## src/rtl/enc_input_pkg.sv

```systemverilog
// Shared types and constants for the rotary-encoder / push-switch input conditioner.
package enc_input_pkg;

   typedef enum logic [2:0] {
      ST_IDLE = 3'd0,
      ST_S1   = 3'd1,
      ST_S2   = 3'd2,
      ST_S3   = 3'd3,
      ST_ERR  = 3'd4
   } enc_state_e;

   typedef enum logic {
      DIR_CW  = 1'b0,
      DIR_CCW = 1'b1
   } enc_dir_e;

   localparam int                    STEP_MAG_W   = 4;
   localparam logic [STEP_MAG_W-1:0] STEP_MAG_MAX = 4'd8;
   localparam logic [STEP_MAG_W-1:0] STEP_MAG_ONE = 4'd1;

   localparam logic [1:0] Q_REST = 2'b00;
   localparam logic [1:0] Q_MID  = 2'b11;

   // First code seen after leaving the detent in the given direction.
   function automatic logic [1:0] q_first(input enc_dir_e dir);
      return (dir == DIR_CW) ? 2'b01 : 2'b10;
   endfunction

   // Last code seen before returning to the detent in the given direction.
   function automatic logic [1:0] q_last(input enc_dir_e dir);
      return (dir == DIR_CW) ? 2'b10 : 2'b01;
   endfunction

endpackage

```

## src/rtl/sw_debounce.sv

```systemverilog
// Push-switch conditioner: 2-FF synchronizer, tick-gated agreement counter and
// single-cycle press/release pulses. Reusable for any additional button.
module sw_debounce #(
   parameter int DEBOUNCE_TICKS = 1024,
   parameter bit SW_ACTIVE_LOW  = 1'b0
) (
   input  logic clk,
   input  logic rst_n,
   input  logic tick_i,
   input  logic sw_i,
   output logic press_o,
   output logic release_o,
   output logic level_o
);

   localparam int               CNT_W    = (DEBOUNCE_TICKS > 1) ? $clog2(DEBOUNCE_TICKS) : 1;
   localparam logic [CNT_W-1:0] CNT_LAST = CNT_W'(DEBOUNCE_TICKS - 1);

   logic             sw_meta_q, sw_sync_q;
   logic             stable_q, stable_d;
   logic             press_q, press_d;
   logic             release_q, release_d;
   logic [CNT_W-1:0] cnt_q, cnt_d;

   always_comb begin
      // NOTE: every combinational output gets a default first, so no path can infer a latch.
      stable_d  = stable_q;
      cnt_d     = cnt_q;
      press_d   = 1'b0;
      release_d = 1'b0;
      if (tick_i) begin
         if (sw_sync_q == stable_q) begin
            cnt_d = '0;
         end else if (cnt_q == CNT_LAST) begin
            stable_d  = sw_sync_q;
            cnt_d     = '0;
            press_d   = sw_sync_q;
            release_d = ~sw_sync_q;
         end else begin
            cnt_d = cnt_q + 1'b1;
         end
      end
   end

   always_ff @(posedge clk or negedge rst_n) begin
      // NOTE: state registers use non-blocking assignments so every flop samples pre-edge values.
      if (!rst_n) begin
         sw_meta_q <= 1'b0;
         sw_sync_q <= 1'b0;
         stable_q  <= 1'b0;
         cnt_q     <= '0;
         press_q   <= 1'b0;
         release_q <= 1'b0;
      end else begin
         sw_meta_q <= sw_i ^ SW_ACTIVE_LOW;
         sw_sync_q <= sw_meta_q;
         stable_q  <= stable_d;
         cnt_q     <= cnt_d;
         press_q   <= press_d;
         release_q <= release_d;
      end
   end

   assign press_o   = press_q;
   assign release_o = release_q;
   assign level_o   = stable_q;

endmodule

```

## src/rtl/enc_input_conditioner.sv

```systemverilog
// Encoder and push-switch front end: sync, prescaled sampling, quadrature decode, debounce.
// Optional detent acceleration (step_mag_o doubling) is built when ENC_ACCEL_EN is defined.
module enc_input_conditioner
   import enc_input_pkg::*;
#(
   parameter int SAMPLE_DIV     = 256,
   parameter int DEBOUNCE_TICKS = 1024,
   parameter bit SW_ACTIVE_LOW  = 1'b0,
   parameter int ACCEL_WINDOW   = 4096
) (
   input  logic                  clk,
   input  logic                  reset,
   input  logic [1:0]            enc_i,
   input  logic                  d_sw_i,
   output logic                  tick_o,
   output logic                  inc_o,
   output logic                  dec_o,
   output logic [STEP_MAG_W-1:0] step_mag_o,
   output logic                  press_o,
   output logic                  release_o,
   output logic                  sw_level_o,
   output logic                  enc_err_o
);

   if (SAMPLE_DIV < 2)     begin : g_bad_div $error("SAMPLE_DIV must be >= 2"); end
   if (DEBOUNCE_TICKS < 1) begin : g_bad_deb $error("DEBOUNCE_TICKS must be >= 1"); end
   if (ACCEL_WINDOW < 1)   begin : g_bad_win $error("ACCEL_WINDOW must be >= 1"); end

   localparam int                 PRESC_W    = $clog2(SAMPLE_DIV);
   localparam logic [PRESC_W-1:0] PRESC_LAST = PRESC_W'(SAMPLE_DIV - 1);

   logic               rst_meta_q, rst_sync_q;
   logic [PRESC_W-1:0] presc_q;
   logic               tick_q;
   logic [1:0]         enc_meta_q, enc_sync_q;
   enc_state_e         state_q, state_d;
   enc_dir_e           dir_q, dir_d;
   logic               inc_q, inc_d, dec_q, dec_d, err_q, err_d;

   // Reset asserts immediately but leaves on a clock edge, two flops after the pin.
   always_ff @(posedge clk or negedge reset) begin
      if (!reset) begin
         rst_meta_q <= 1'b0;
         rst_sync_q <= 1'b0;
      end else begin
         rst_meta_q <= 1'b1;
         rst_sync_q <= rst_meta_q;
      end
   end

   always_comb begin
      state_d = state_q;
      dir_d   = dir_q;
      inc_d   = 1'b0;
      dec_d   = 1'b0;
      if (tick_q) begin
         case (state_q)
            ST_IDLE: begin
               if (enc_sync_q == q_first(DIR_CW)) begin
                  state_d = ST_S1;
                  dir_d   = DIR_CW;
               end else if (enc_sync_q == q_first(DIR_CCW)) begin
                  state_d = ST_S1;
                  dir_d   = DIR_CCW;
               end else if (enc_sync_q == Q_MID) begin
                  state_d = ST_ERR;
               end
            end
            ST_S1: begin
               if (enc_sync_q == Q_MID)                 state_d = ST_S2;
               else if (enc_sync_q == Q_REST)           state_d = ST_IDLE;
               else if (enc_sync_q != q_first(dir_q))   state_d = ST_ERR;
            end
            ST_S2: begin
               if (enc_sync_q == q_last(dir_q))         state_d = ST_S3;
               else if (enc_sync_q == q_first(dir_q))   state_d = ST_S1;
               else if (enc_sync_q == Q_REST)           state_d = ST_ERR;
            end
            ST_S3: begin
               if (enc_sync_q == Q_REST) begin
                  state_d = ST_IDLE;
                  inc_d   = (dir_q == DIR_CW);
                  dec_d   = (dir_q == DIR_CCW);
               end else if (enc_sync_q == Q_MID) begin
                  state_d = ST_S2;
               end else if (enc_sync_q == q_first(dir_q)) begin
                  state_d = ST_ERR;
               end
            end
            ST_ERR:  if (enc_sync_q == Q_REST) state_d = ST_IDLE;
            default: state_d = ST_ERR;
         endcase
      end
   end

   // Staying in ERR (including the reset-time ERR) never re-signals an error.
   assign err_d = (state_d == ST_ERR) && (state_q != ST_ERR);

   always_ff @(posedge clk or negedge rst_sync_q) begin
      if (!rst_sync_q) begin
         presc_q    <= '0;
         tick_q     <= 1'b0;
         enc_meta_q <= 2'b00;
         enc_sync_q <= 2'b00;
         state_q    <= ST_ERR;
         dir_q      <= DIR_CW;
         inc_q      <= 1'b0;
         dec_q      <= 1'b0;
         err_q      <= 1'b0;
      end else begin
         presc_q    <= (presc_q == PRESC_LAST) ? '0 : presc_q + 1'b1;
         tick_q     <= (presc_q == PRESC_LAST);
         enc_meta_q <= enc_i;
         enc_sync_q <= enc_meta_q;
         state_q    <= state_d;
         dir_q      <= dir_d;
         inc_q      <= inc_d;
         dec_q      <= dec_d;
         err_q      <= err_d;
      end
   end

`ifdef ENC_ACCEL_EN
   localparam int               GAP_W   = $clog2(ACCEL_WINDOW + 2);
   localparam logic [GAP_W-1:0] GAP_SAT = GAP_W'(ACCEL_WINDOW + 1);
   localparam logic [GAP_W-1:0] GAP_WIN = GAP_W'(ACCEL_WINDOW);

   logic [GAP_W-1:0]      gap_q, gap_d, gap_inc;
   enc_dir_e              last_dir_q, last_dir_d;
   logic [STEP_MAG_W-1:0] mag_q, mag_d;

   // gap_inc is the tick distance from the previous detent, saturating just past the window.
   assign gap_inc = (gap_q == GAP_SAT) ? GAP_SAT : gap_q + 1'b1;

   always_comb begin
      gap_d      = gap_q;
      last_dir_d = last_dir_q;
      mag_d      = mag_q;
      if (tick_q) begin
         gap_d = gap_inc;
         if (inc_d || dec_d) begin
            if ((dir_q == last_dir_q) && (gap_inc <= GAP_WIN))
               mag_d = (mag_q == STEP_MAG_MAX) ? STEP_MAG_MAX : {mag_q[STEP_MAG_W-2:0], 1'b0};
            else
               mag_d = STEP_MAG_ONE;
            last_dir_d = dir_q;
            gap_d      = '0;
         end
      end
   end

   // The gap starts saturated so the first detent after reset is always a single step.
   always_ff @(posedge clk or negedge rst_sync_q) begin
      if (!rst_sync_q) begin
         gap_q      <= GAP_SAT;
         last_dir_q <= DIR_CW;
         mag_q      <= STEP_MAG_ONE;
      end else begin
         gap_q      <= gap_d;
         last_dir_q <= last_dir_d;
         mag_q      <= mag_d;
      end
   end

   assign step_mag_o = mag_q;
`else
   assign step_mag_o = STEP_MAG_ONE;
`endif

   sw_debounce #(
      .DEBOUNCE_TICKS (DEBOUNCE_TICKS),
      .SW_ACTIVE_LOW  (SW_ACTIVE_LOW)
   ) u_sw_debounce (
      .clk       (clk),
      .rst_n     (rst_sync_q),
      .tick_i    (tick_q),
      .sw_i      (d_sw_i),
      .press_o   (press_o),
      .release_o (release_o),
      .level_o   (sw_level_o)
   );

   assign tick_o    = tick_q;
   assign inc_o     = inc_q;
   assign dec_o     = dec_q;
   assign enc_err_o = err_q;

endmodule
```

## config.mk

```make
export PLATFORM = sky130hd
export DESIGN_NAME = enc_input_conditioner
export DESIGN_NICKNAME = d
export VERILOG_FILES = /design/src/rtl/enc_input_pkg.sv /design/src/rtl/sw_debounce.sv /design/src/rtl/enc_input_conditioner.sv
export SDC_FILE = /design/constraint.sdc
export NUM_CORES = 1
export LEC_CHECK = 0
export CORE_MARGIN = 1.5
export CORE_UTILIZATION = 55
export CTS_BUF_LIST = sky130_fd_sc_hd__clkbuf_2
export CTS_CLUSTER_SIZE = 10
export DETAILED_ROUTE_END_ITERATION = 6
export PLACE_DENSITY_LB_ADDON = 0.05
export SLEW_MARGIN = 20
export SYNTH_ARGS = -nofsm -noshare
export SYNTH_HDL_FRONTEND = slang
export SYNTH_SLANG_ARGS = --single-unit
export TNS_END_PERCENT = 5
```

## constraint.sdc

```tcl
create_clock -name clk -period 1.92 [get_ports clk]
set_input_delay 0.192 -clock clk [delete_from_list [all_inputs] [get_ports clk]]
set_output_delay 0.192 -clock clk [all_outputs]
set_load 0.005 [all_outputs]
```

Word-level counts from Yosys, hierarchy flattened

Cells that the tools add are included.

Memory bits (read-only): 0
Latch bits: 0
Memories: 0
Register bits: 37
Word-level logic and storage cells: 77
Memory bits (writable): 0

$mul: 0
Multiplexer cells: 34
Shift operators: 0
Order comparisons: 0
Equal/unequal tests: 15
Add/subtract/negate cells: 2
Div/mod/pow operators: 0
Reduce and logical (&&, ||, !) cells: 6
Bitwise operators: 3

Operators by type and width:

| operator                | number |
|---|---|
| $mux W3                 | 14 |
| $mux W10                | 2 |
| $pmux W3 S5             | 1 |
| $mux W1                 | 14 |
| $add A10 B1 Y10 const B | 1 |
| $eq A10 B10 Y1 const B  | 1 |
| $add A8 B1 Y8 const B   | 1 |
| $eq A8 B8 Y1 const B    | 1 |
| $mux W8                 | 1 |
| $eq A3 B2 Y1 const B    | 2 |
| $eq A3 B3 Y1 const B    | 2 |
| $reduce_and A3 Y1       | 2 |
| $eq A2 B2 Y1            | 2 |
| $eq A2 B2 Y1 const B    | 2 |
| $mux W2                 | 2 |
| $eq A3 B1 Y1 const B    | 1 |
| $logic_not A3 Y1        | 1 |
| $ne A3 B3 Y1 const B    | 1 |
| $not A1 Y1              | 3 |
| $eq A2 B1 Y1 const B    | 1 |
| $logic_not A2 Y1        | 1 |
| $ne A2 B2 Y1            | 1 |
| $reduce_bool A2 Y1      | 1 |
| $eq A1 B1 Y1            | 1 |
| $logic_and A1 B1 Y1     | 1 |

Logic depth before layout (Yosys ltp)

Gate-level depths: netlist of the first run.

Word-level depth: 9
Depth in mapped cells: 9
Depth with buffers taken out: 7

Modules after synthesis

A second synthesis of the first run with hierarchy kept.

Cell total of the unflattened synthesis: 167
Area total of the unflattened synthesis: 1865.5 um2

By module, submodules not included:

| module                | instances | cells each | area an instance (um2) |
|---|---|---|---|
| enc_input_conditioner | 1         | 97         | 1094.8 |
| sw_debounce           | 1         | 70         | 770.7 |

Worst setup path after synthesis of the first run

No wires, ideal clock.

Kind: register to register
Start point: reg enc_sync_q[0]
End point: reg state_q[1]
Buffers on the path: 2
Stages on the path, launching flop included: 10
Arrival: 1.656 ns
Path slack: 0.186 ns
Path through: dfrtp_1 -> clkbuf_2 -> inv_1 -> ha_1 -> clkbuf_1 -> nand2b_1 -> a211oi_1 -> o21ai_0 -> a21oi_1 -> o21bai_1

Word-level cells in the longest chain between the ends: 6

Ends and longest elaborated chain:

| what                                       | RTL line                                                 | RTL |
|---|---|---|
| start, declared                            | enc_input_conditioner.sv:35                              | `logic [1:0] enc_meta_q, enc_sync_q;` |
| start signal, assigned                     | enc_input_conditioner.sv:114                             | `enc_sync_q <= enc_meta_q;` |
| $eq A2 B2 Y1, or another cell as far along | enc_input_conditioner.sv:76, enc_input_conditioner.sv:86 |  |
| $mux W3 (on tied branches) (3 in series)   | --                                                       |  |
| $pmux W3 S5 (*)                            | enc_input_conditioner.sv:57                              | `case (state_q)` |
| $mux W3 (*)                                | enc_input_conditioner.sv:56                              | `if (tick_q) begin` |
| via state_d[1]                             | enc_input_conditioner.sv:36                              | `enc_state_e state_q, state_d;` |
| end signal, assigned                       | enc_input_conditioner.sv:115                             | `state_q <= state_d;` |
| end, declared                              | enc_input_conditioner.sv:36                              |  |

The timed path passes the listed nets; every way through them passes the cells marked *.
A chain may end at the register's enable or synchronous reset.

Worst setup path in the final report of the first run

Start point: reg u_sw_debounce.cnt_q[0]
End point: reg u_sw_debounce.stable_q (netlist: u_sw_debounce.level_o)

Word-level cells in the longest chain between the ends: 2

Ends and longest elaborated chain:

| what                        | RTL line          | RTL |
|---|---|---|
| start, declared             | sw_debounce.sv:23 | `logic [CNT_W-1:0] cnt_q, cnt_d;` |
| start signal, assigned      | sw_debounce.sv:58 | `cnt_q <= cnt_d;` |
| $eq A10 B10 Y1              | sw_debounce.sv:34 | `end else if (cnt_q == CNT_LAST) begin` |
| $reduce_and A3 Y1 (no line) | --                |  |
| end signal, assigned        | sw_debounce.sv:57 | `stable_q <= stable_d;` |
| end, declared               | sw_debounce.sv:20 | `logic stable_q, stable_d;` |

No other way between the ends.

==> run summary, run 1 <==
===============================================================================
Number of instances in the synthesized netlist                              169
Setup Skew                                                            0.0244 ns
Number of buffers added for setup after CTS                                   0
Core Box Area                                                         3050 um^2
Number of buffers created by CTS                                              5
F_max                                                                   560 MHz
Final-stage net count                                                       197
Clock tree from TritonCTS                                                 built
Starting Density                                                          58.3%
Clock slew at reported path FFs                                         0.18 ns
Global-route wire length before repair                                  4960 um
Number of max-slew violations in the final report                             0
Final setup violation count                                                   0
Type of element launching the critical path                                flop
Non-filler cells, final                                                     231
Cell Chain, Critical Path                                          ha_1 -> and3_4 -> and3_4 -> and2_4 -> and3_4 -> mux2_4
Drt pass-1 iters                                                              4
Warnings, synthesis                                                           0
Vert. Die Dim                                                           59.9 um
Setup tns final                                                            0 ns
Final weighted congestion of routability-driven global placement          0.820
Cell mode on critical path                                         sky130_fd_sc_hd__and3_4
Post-placement cell count                                                   223
Critical Path Fanout Max                                                      4
Input/output buffers                                                         11
N_diodes                                                                      0
Number of enable-type register cells in the synthesized netlist               0
Vias per inst                                                              5.33
Fraction of layout instances using a drive strength above 1               10.7%
DP HPWL                                                                 2100 um
Capture point of the critical path                                 u_sw_debounce.level_o
Synth top area share                                                      50.6%
Flop and latch count out of synthesis                                        37
Most used flip-flop cell after synthesis                           sky130_fd_sc_hd__dfrtp_1
Number of I/O pins                                                           16
Largest delay share family, worst path                             simple AND/OR/NAND/NOR gates
Kind of critical path                                                   reg2reg
DRC viols                                                                     0
Total overflow reported by the global router                                  0
Antenna violation net count after detailed routing                            0
Stage delay of the slowest cell on the critical path                    0.45 ns
Cell taking the most area after synthesis                          sky130_fd_sc_hd__dfrtp_1
Number of DRC markers in iteration 0                                         57
Post-synth top cells                                               sky130_fd_sc_hd__dfrtp_1 (36), sky130_fd_sc_hd__nor2_1 (12), sky130_fd_sc_hd__nand2_1 (11)
Maximum number of pins on one net before global-route repair                 36
Number of max-cap violations                                                  0
Worst min-delay path class                                               in2reg
Min Clock Period, post-route                                            1.79 ns
Total global-route track usage                                            19.3%
Most repeated cell in the gate-level netlist after synthesis       sky130_fd_sc_hd__dfrtp_1
Antenna violations before repair                                              0
RSZ-0062 raised after global routing                                      false
DR WL/cell                                                              12.9 um
Final period util                                                         93.1%
Synth async-reset ratio                                                    100%
Setup slack of the most critical reg-to-reg path                        0.13 ns
Distinct cells, synth                                                        46
Post_cts resized                                                              0
Clk sinks                                                                    37
Number of buffers on the longest clock path                                   2
Number of hold violations in the final report                                 0
Leakage dissipation                                                 0.000903 uW
Clock latency on the worst-skew pair                                    0.40 ns
Worst R2R End                                                      u_sw_debounce.level_o
Levels on crit path                                                           6
VDD IR max                                                             0.421 mV
Power density over the cells                                        594 nW/um^2
Synthesized area divided by synthesized cell count                    10.5 um^2
Data arrival time of the critical path                                  2.10 ns
Number of rows created at floorplan                                          20
Total Routed Length                                                     2980 um
R2R Path Start                                                     u_sw_debounce.cnt_q[0]
CTS H-tree depth                                                              2
Type of destination of the critical path                                   flop
Worst reg-to-reg path cell count                                              6
Data required time of the critical path                                 2.23 ns
Area growth from synthesis to layout                                      11.5%
Via count of the first global-routing pass                                 1149
Status                                                                completed
Start point of the critical path                                   u_sw_debounce.cnt_q[0]
Die footprint                                                         3590 um^2
Leading cell types by total area after synthesis                   sky130_fd_sc_hd__dfrtp_1 (51%), sky130_fd_sc_hd__ha_1 (3.5%), sky130_fd_sc_hd__o21ai_0 (2.5%), sky130_fd_sc_hd__nor2_1 (2.5%), sky130_fd_sc_hd__xnor2_1 (2.5%)
Post-Syn Area                                                         1780 um^2
Slowest library cell on the worst path                             sky130_fd_sc_hd__dfrtp_1
Total vias in the final route                                              1231
Sequential cell area fraction in the yosys report                         52.1%
Worst Path Buf+Inv                                                            0
CTS Root Buffer Type                                               sky130_fd_sc_hd__clkbuf_2
Chip width                                                              59.9 um
===============================================================================
## sequential cells by signal (all words and copies together) (netlist names), 2 cells and up
name	flops
u_sw_debounce.cnt_q	10
presc_q	8
state_q	3
enc_meta_q	2
enc_sync_q	2
## through the flow
stage	util (%)	setup slack (ns)	cell area [um^2]	total power [uW]	hold slack (ns)
6_report	65.0	0.133	1980	1180	0.228
5_1_grt	65.0	0.0355	1980	1230	0.201
4_1_cts	65.0	0.129	1980	1200	0.203
3_5_place_dp	63.6	0.155	1940	866	0.286
3_3_place_gp	63.6	0.180	1940	864	0.281
2_1_floorplan	-	0.186	1790	850	-0.104
## per-layer routing
layer | up-vias | track usage [%] | share of wire, %
met3 | 7 | 4.55 | 3.1
met4 | 0 | 12.4 | 2.5
li1 | 619 | - | -
met2 | 19 | 29.2 | 43
met5 | - | 0 | 0
met1 | 586 | 24.5 | 51
## worst min path at each step
stage | startpoint | to | slack, ns | cells past startpoint
final | enc_i[0] | enc_meta_q[0] | 0.23 | 1
after global routing | enc_i[0] | enc_meta_q[0] | 0.20 | 1
after CTS | enc_i[0] | enc_meta_q[0] | 0.20 | 1
after detailed placement | rst_sync_q | u_sw_debounce.sw_meta_q | 0.29 | 1
after global placement | rst_sync_q | u_sw_debounce.sw_meta_q | 0.28 | 1
after floorplan | reset | rst_meta_q | -0.10 | 0
## where the power goes
| part | total (uW) | internal, uW | switching [uW] |
|---|---|---|---|
| logic | 58.9 | 24.4 | 34.5 |
| clock network | 326 | 84.8 | 241 |
| registers | 793 | 788 | 5.11 |
| total | 1180 | 897 | 280 |
## cell type report
type	instances	area (um^2)
Clock inverter	1	3.75
Tap cell	44	55.1
Inverter	9	33.8
Sequential cell	37	927
Timing Repair Buffer	17	158
Fill cell	262	1070
Clock buffer	6	30.0
Multi-Input combinational cell	117	777
## logic make-up (layout without fill, tap and decap cells)
logic type / Yosys count / in the layout / synth area share (%)
DFF: 37 / 37 / 52.1
and+or+nand+nor: 54 / 54 / 16.4
xor gates and xnor gates: 10 / 10 / 4.92
AOI/OAI and AO/OA: 40 / 40 / 15.8
adders and majority gates: 5 / 5 / 3.52
muxes: 3 / 3 / 1.97
other: 2 / 5 / 0.422
buffers and inverters: 18 / 33 / 4.85
## cells in the final DEF (no fill, tap or decap), drive strengths merged, types with 3 or more instances in the layout
cell           synthesis  routed
a21o                   3       3
a21oi                  5       5
a31oi                  5       5
and2                   5       5
and3                   8       8
buf                    7       5
clkbuf                 2       6
clkdlybuf4s50          0      11
conb                   2       5
dfrtp                 36      36
ha                     5       5
inv                    9       9
nand2                 11      11
nand2b                 3       3
nand3                  6       6
nor2                  12      12
o21ai                  9       9
o22ai                  3       3
xnor2                  5       5
xor2                   5       5
## repair_timing
item	4_1_cts	5_1_grt
endpoints found under the setup margin	0	0
endpoints found under the hold margin	2	0
hold buffers	1	0
(Power assumes the default switching activity.)
==> run 2, diff against run 1 <==
--- a/config.mk
+++ b/config.mk
@@ -10,7 +10,9 @@
 export CTS_BUF_LIST = sky130_fd_sc_hd__clkbuf_2
 export CTS_CLUSTER_SIZE = 10
 export DETAILED_ROUTE_END_ITERATION = 6
+export DONT_BUFFER_PORTS = 1
 export PLACE_DENSITY_LB_ADDON = 0.05
+export REMOVE_ABC_BUFFERS = 1
 export SLEW_MARGIN = 20
 export SYNTH_ARGS = -nofsm -noshare
 export SYNTH_HDL_FRONTEND = slang
==> constraint.sdc (replaced) <==
create_clock -name clk -period 1.92 [get_ports clk]
set_input_delay 0.384 -clock clk [delete_from_list [all_inputs] [get_ports clk]]
set_output_delay 0.384 -clock clk [all_outputs]
set_load 0.005 [all_outputs]
==> run 2 against run 1 <==
- clock-buffer cell count shrank 1
- non-clock buffer count shrank 8
- setup slack lost 0.0081 ns
- first-iteration DRC count is the same
- combinational power shrank 3.6%
- worst hold slack lost 0.071 ns
- critical path depth is the same
- clock skew grew 0.0066 ns
- utilization shrank 2.3 points
- maximum frequency shrank 0.45%
- register-to-register slack is essentially flat
==> run summary, run 2 (synthesis gave the netlist of run 1 again) <==
===============================================================================
Status                                                                completed
DRC viols                                                                     0
Power Internal                                                           896 uW
Antenna violation net count after detailed routing                            0
Total Routed Length                                                     3170 um
Data arrival time of the critical path                                  2.09 ns
Kind of critical path                                                   reg2reg
Critical Path Fanout Max                                                      4
Clock latency on the worst-skew pair                                    0.40 ns
Area growth from synthesis to layout                                      7.52%
Total vias in the final route                                              1247
Antenna violations before repair                                              0
Largest reg by FF count                                            u_sw_debounce.cnt_q
Input/output buffers                                                          0
Number of max-slew violations in the final report                             0
Type of destination of the critical path                                   flop
CTS H-tree depth                                                              2
Post_cts resized                                                              0
Most common cell after layout, fill and taps aside                 sky130_fd_sc_hd__dfrtp_1
Clock network power share                                                 29.0%
Leakage dissipation                                                 0.000877 uW
Non-filler cells, final                                                     224
Net switching power                                                      305 uW
Fraction of layout instances using a drive strength above 1               12.2%
N_diodes                                                                      0
Starting Density                                                          58.3%
Largest regs                                                       u_sw_debounce.cnt_q x10, presc_q x8, state_q x3
Chip width                                                              59.9 um
Number of hold violations in the final report                                 0
Final-stage net count                                                       189
Type of element launching the critical path                                flop
Finished Cell Area                                                    1910 um^2
Layout fillers                                                              288
Number of buffers on the longest clock path                                   2
Clk sinks                                                                    37
Post-placement cell count                                                   212
Number of max-cap violations                                                  0
Largest register FFs                                                         10
Share of total power consumed by net switching                            25.4%
Global-route wire length before repair                                  5520 um
Number of rows created at floorplan                                          20
Die footprint                                                         3590 um^2
Final period util                                                         93.5%
Clock tree from TritonCTS                                                 built
Vert. Die Dim                                                           59.9 um
RSZ-0062 raised after global routing                                      false
Area occupied by registers                                             927 um^2
Number of buffers created by CTS                                              5
Final setup violation count                                                   0
Power share of the sequential group                                       66.2%
Drt pass-1 iters                                                              4
DR WL/cell                                                              14.1 um
Min Clock Period, post-route                                            1.79 ns
Number of buffers added for setup after CTS                                   0
Setup tns final                                                            0 ns
Total global-route track usage                                            21.2%
Post-DP Area                                                          1830 um^2
Vias per inst                                                              5.57
Total overflow reported by the global router                                  0
Most frequent cells in the layout                                  sky130_fd_sc_hd__dfrtp_1 (36), sky130_fd_sc_hd__nor2_1 (12), sky130_fd_sc_hd__nand2_1 (11)
Worst min-delay path class                                            reg2async
Setup Skew                                                            0.0309 ns
Number of DRC markers in iteration 0                                         57
Portion of total power attributed to combinational logic                   4.7%
Core Box Area                                                         3050 um^2
Number of I/O pins                                                           16
Clock slew at reported path FFs                                         0.20 ns
VDD IR max                                                             0.382 mV
Final weighted congestion of routability-driven global placement          0.900
DP HPWL                                                                 2200 um
CTS Root Buffer Type                                               sky130_fd_sc_hd__clkbuf_2
Data required time of the critical path                                 2.21 ns
Maximum number of pins on one net before global-route repair                 28
F_max                                                                   557 MHz
Via count of the first global-routing pass                                 1215
Combined area of the multi-input logic cells                           777 um^2
Power density over the cells                                        628 nW/um^2
===============================================================================
==> run 2: final timing paths <==
path / slack, ns / endpoint / start / cells past startpoint
max in group asynchronous: 1.02 / state_q[2] / rst_sync_q / 1
worst max register to register: 0.13 / u_sw_debounce.level_o / u_sw_debounce.cnt_q[0] / 6
min in group clk: 0.37 / rst_sync_q / rst_meta_q / 0
worst min register to register: 0.16 / u_sw_debounce.press_o / rst_sync_q / 0
worst max-delay path: 0.13 / u_sw_debounce.level_o / u_sw_debounce.cnt_q[0] / 6
worst min-delay path: 0.16 / u_sw_debounce.press_o / rst_sync_q / 0
==> run 2: power by group through the flow <==
stage               logic, uW  registers, uW  clock network, uW
global placement         49.4            809                  0
CTS                      57.2            796                365
finish                   56.8            796                349
detailed placement       49.9            810                  0
floorplan                24.5            819                  0
global route             65.2            798                403
==> run 2: through the flow <==
step           setup slack (ns)  hold WS [ns]  power, uW  utilization [%]
6_report                  0.125         0.157       1200             62.7
5_1_grt                  0.0808         0.142       1270             62.7
4_1_cts                   0.123         0.161       1220             62.7
3_5_place_dp              0.155        0.0885        860             60.0
3_3_place_gp              0.182        0.0885        859             60.0
2_1_floorplan             0.212        0.0884        843                -
==> run 2: cell type report <==
cell class,instances,share of cell area (%)
flip-flops and latches,37,48.5
multi-input cells,117,40.6
repair buffers,9,4.05
well taps,44,2.88
inverters,9,1.77
clock buffers,5,1.31
clock inverters,3,0.916
==> run 2: timing repair <==
| action | CTS | global route |
|---|---|---|
| hold endpoints to repair | 5 | 0 |
| endpoints found under the setup margin | 0 | 0 |
| hold buffers | 4 | 0 |
==> run 2: routing by layer <==
| layer | part of all wire [%] | GRT usage (%) | vias up | routed length, um |
|---|---|---|---|---|
| li1 | - | - | 600 | - |
| met1 | 47 | 29.6 | 621 | 1500 |
| met2 | 47 | 30.1 | 20 | 1480 |
| met3 | 4.6 | 7.14 | 6 | 147 |
| met4 | 1.4 | 8.57 | 0 | 45 |
| met5 | 0 | 0 | - | 0 |
==> run 2: worst max-delay path, stage by stage (launching register included) <==
cell and delay, ns:
sky130_fd_sc_hd__dfrtp_1 0.45, sky130_fd_sc_hd__ha_1 0.24, sky130_fd_sc_hd__and3_4 0.19, sky130_fd_sc_hd__and3_4 0.19, sky130_fd_sc_hd__and2_4 0.16, sky130_fd_sc_hd__and3_4 0.18, sky130_fd_sc_hd__mux2_4 0.29
==> run 3, diff against run 2 <==
--- a/config.mk
+++ b/config.mk
@@ -13,6 +13,7 @@
 export DONT_BUFFER_PORTS = 1
 export PLACE_DENSITY_LB_ADDON = 0.05
 export REMOVE_ABC_BUFFERS = 1
+export SETUP_SLACK_MARGIN = 0.2
 export SLEW_MARGIN = 20
 export SYNTH_ARGS = -nofsm -noshare
 export SYNTH_HDL_FRONTEND = slang
==> run 3 against run 2 <==
- cell count grew 1.3%
- power hardly changed
- setup slack improved by 0.082 ns
- design area is 1.8% higher
- clock-buffer cell count is the same
- critical path type unchanged
- utilization grew 1.1 points
- clock power is essentially flat
- wire length rose by 2.8%
- combinational power grew 1%
==> run summary, run 3 (synthesis gave the netlist of run 1 again) <==
===============================================================================
Most common cell after layout, fill and taps aside                 sky130_fd_sc_hd__dfrtp_1
Number of buffers created by CTS                                              5
Largest reg by FF count                                            u_sw_debounce.cnt_q
Number of buffers on the longest clock path                                   2
Worst min-delay path class                                            reg2async
F_max                                                                   584 MHz
Largest regs                                                       u_sw_debounce.cnt_q x10, presc_q x8, state_q x3
Global-route wire length before repair                                  5640 um
Starting Density                                                          58.3%
Setup Skew                                                            0.0285 ns
Combined area of the multi-input logic cells                           788 um^2
Total global-route track usage                                            21.6%
Setup tns final                                                            0 ns
Critical Path Fanout Max                                                      4
Final-stage net count                                                       192
N_diodes                                                                      0
Clk sinks                                                                    37
CTS Root Buffer Type                                               sky130_fd_sc_hd__clkbuf_2
Type of destination of the critical path                                   flop
Total Routed Length                                                     3260 um
Stage delay of the slowest cell on the critical path                    0.40 ns
Input/output buffers                                                          0
Antenna violation net count after detailed routing                            0
Largest delay share family, worst path                             simple AND/OR/NAND/NOR gates
Number of I/O pins                                                           16
Number of hold violations in the final report                                 0
Power density over the cells                                        617 nW/um^2
Kind of critical path                                                   reg2reg
DR WL/cell                                                              14.3 um
DP HPWL                                                                 2200 um
RSZ-0062 raised after global routing                                       true
Cell mode on critical path                                         sky130_fd_sc_hd__and3_4
DRC viols                                                                     0
Vias per inst                                                              5.67
Core Box Area                                                         3050 um^2
Number of DRC markers in iteration 0                                         65
Area growth from synthesis to layout                                      9.42%
Final period util                                                         89.2%
VDD IR max                                                             0.381 mV
Total vias in the final route                                              1286
Min Clock Period, post-route                                            1.71 ns
Final weighted congestion of routability-driven global placement          0.900
Fraction of layout instances using a drive strength above 1               15.3%
Status                                                                completed
Die footprint                                                         3590 um^2
Layout fillers                                                              284
Number of max-slew violations in the final report                             0
Number of max-cap violations                                                  0
Drt pass-1 iters                                                              4
Most frequent cells in the layout                                  sky130_fd_sc_hd__dfrtp_1 (36), sky130_fd_sc_hd__nor2_1 (12), sky130_fd_sc_hd__nand2_1 (11)
Chip width                                                              59.9 um
Vert. Die Dim                                                           59.9 um
Clock slew at reported path FFs                                         0.20 ns
Type of element launching the critical path                                flop
Total power of the final layout                                         1200 uW
CTS H-tree depth                                                              2
Largest register FFs                                                         10
Clock tree from TritonCTS                                                 built
Area occupied by registers                                             927 um^2
Via count of the first global-routing pass                                 1249
Worst Path Buf+Inv                                                            0
Number of rows created at floorplan                                          20
Maximum number of pins on one net before global-route repair                 28
Clock latency on the worst-skew pair                                    0.39 ns
Total overflow reported by the global router                                  0
Antenna violations before repair                                              0
Data required time of the critical path                                 2.21 ns
Slowest library cell on the worst path                             sky130_fd_sc_hd__dfrtp_1
Final setup violation count                                                   0
Data arrival time of the critical path                                  2.00 ns
Cell Chain, Critical Path                                          ha_2 -> and3_4 -> and3_4 -> and2_4 -> and3_4 -> mux2_4
Leakage dissipation                                                 0.000891 uW
===============================================================================
==> run 3: layout make-up <==
cell class | count | area share (%)
clock buffer | 5 | 1.29
clock inverter | 3 | 0.900
inverter | 9 | 1.74
multi-input combinational | 117 | 40.5
sequential | 37 | 47.6
tap | 44 | 2.83
timing repair buffer | 12 | 5.14
==> run 3: repair_timing <==
action / 4_1_cts / 5_1_grt
gates resized for setup: 1 / 2
setup buffers: 2 / 1
endpoints found under the setup margin: 4 / 4
endpoints found under the hold margin: 5 / 0
pin swaps: 1 / 2
hold buffers: 4 / 0
==> run 3: worst paths after layout <==
| check | start | end | slack (ns) | cells past startpoint |
|---|---|---|---|---|
| min in group clk | enc_meta_q[1] | enc_sync_q[1] | 0.37 | 0 |
| max in group asynchronous | rst_sync_q | state_q[2] | 1.03 | 1 |
| setup reg to reg | u_sw_debounce.cnt_q[0] | u_sw_debounce.level_o | 0.21 | 6 |
| setup / recovery | u_sw_debounce.cnt_q[0] | u_sw_debounce.level_o | 0.21 | 6 |
| hold / removal | rst_sync_q | u_sw_debounce.press_o | 0.15 | 0 |
| hold reg to reg | rst_sync_q | u_sw_debounce.press_o | 0.15 | 0 |
==> run 3: through the flow <==
stage / setup slack (ns) / utilization [%] / area, um^2 / instances / hold WS [ns]
after floorplan: 0.212 / - / 1740 / 163 / 0.0884
after global placement: 0.182 / 60.0 / 1830 / 212 / 0.0885
after detailed placement: 0.155 / 60.0 / 1830 / 212 / 0.0885
after CTS: 0.201 / 63.2 / 1930 / 226 / 0.161
after global routing: 0.162 / 63.8 / 1950 / 227 / 0.142
final: 0.207 / 63.8 / 1950 / 227 / 0.155
==> run 3: routing by layer <==
metal / GRT usage (%) / vias up / routed length [um]
met2: 32.3 / 25 / 1600
met5: 0 / - / 0
met4: 8.57 / 0 / 38
li1: - / 607 / -
met3: 7.14 / 5 / 135
met1: 28.9 / 649 / 1480
==> run 3: power by group <==
group,leakage [uW],internal (uW),switching (uW)
Combinational,0.000377,23.4,34.0
Clock,0.0000287,85.0,263
Sequential,0.000485,789,6.89
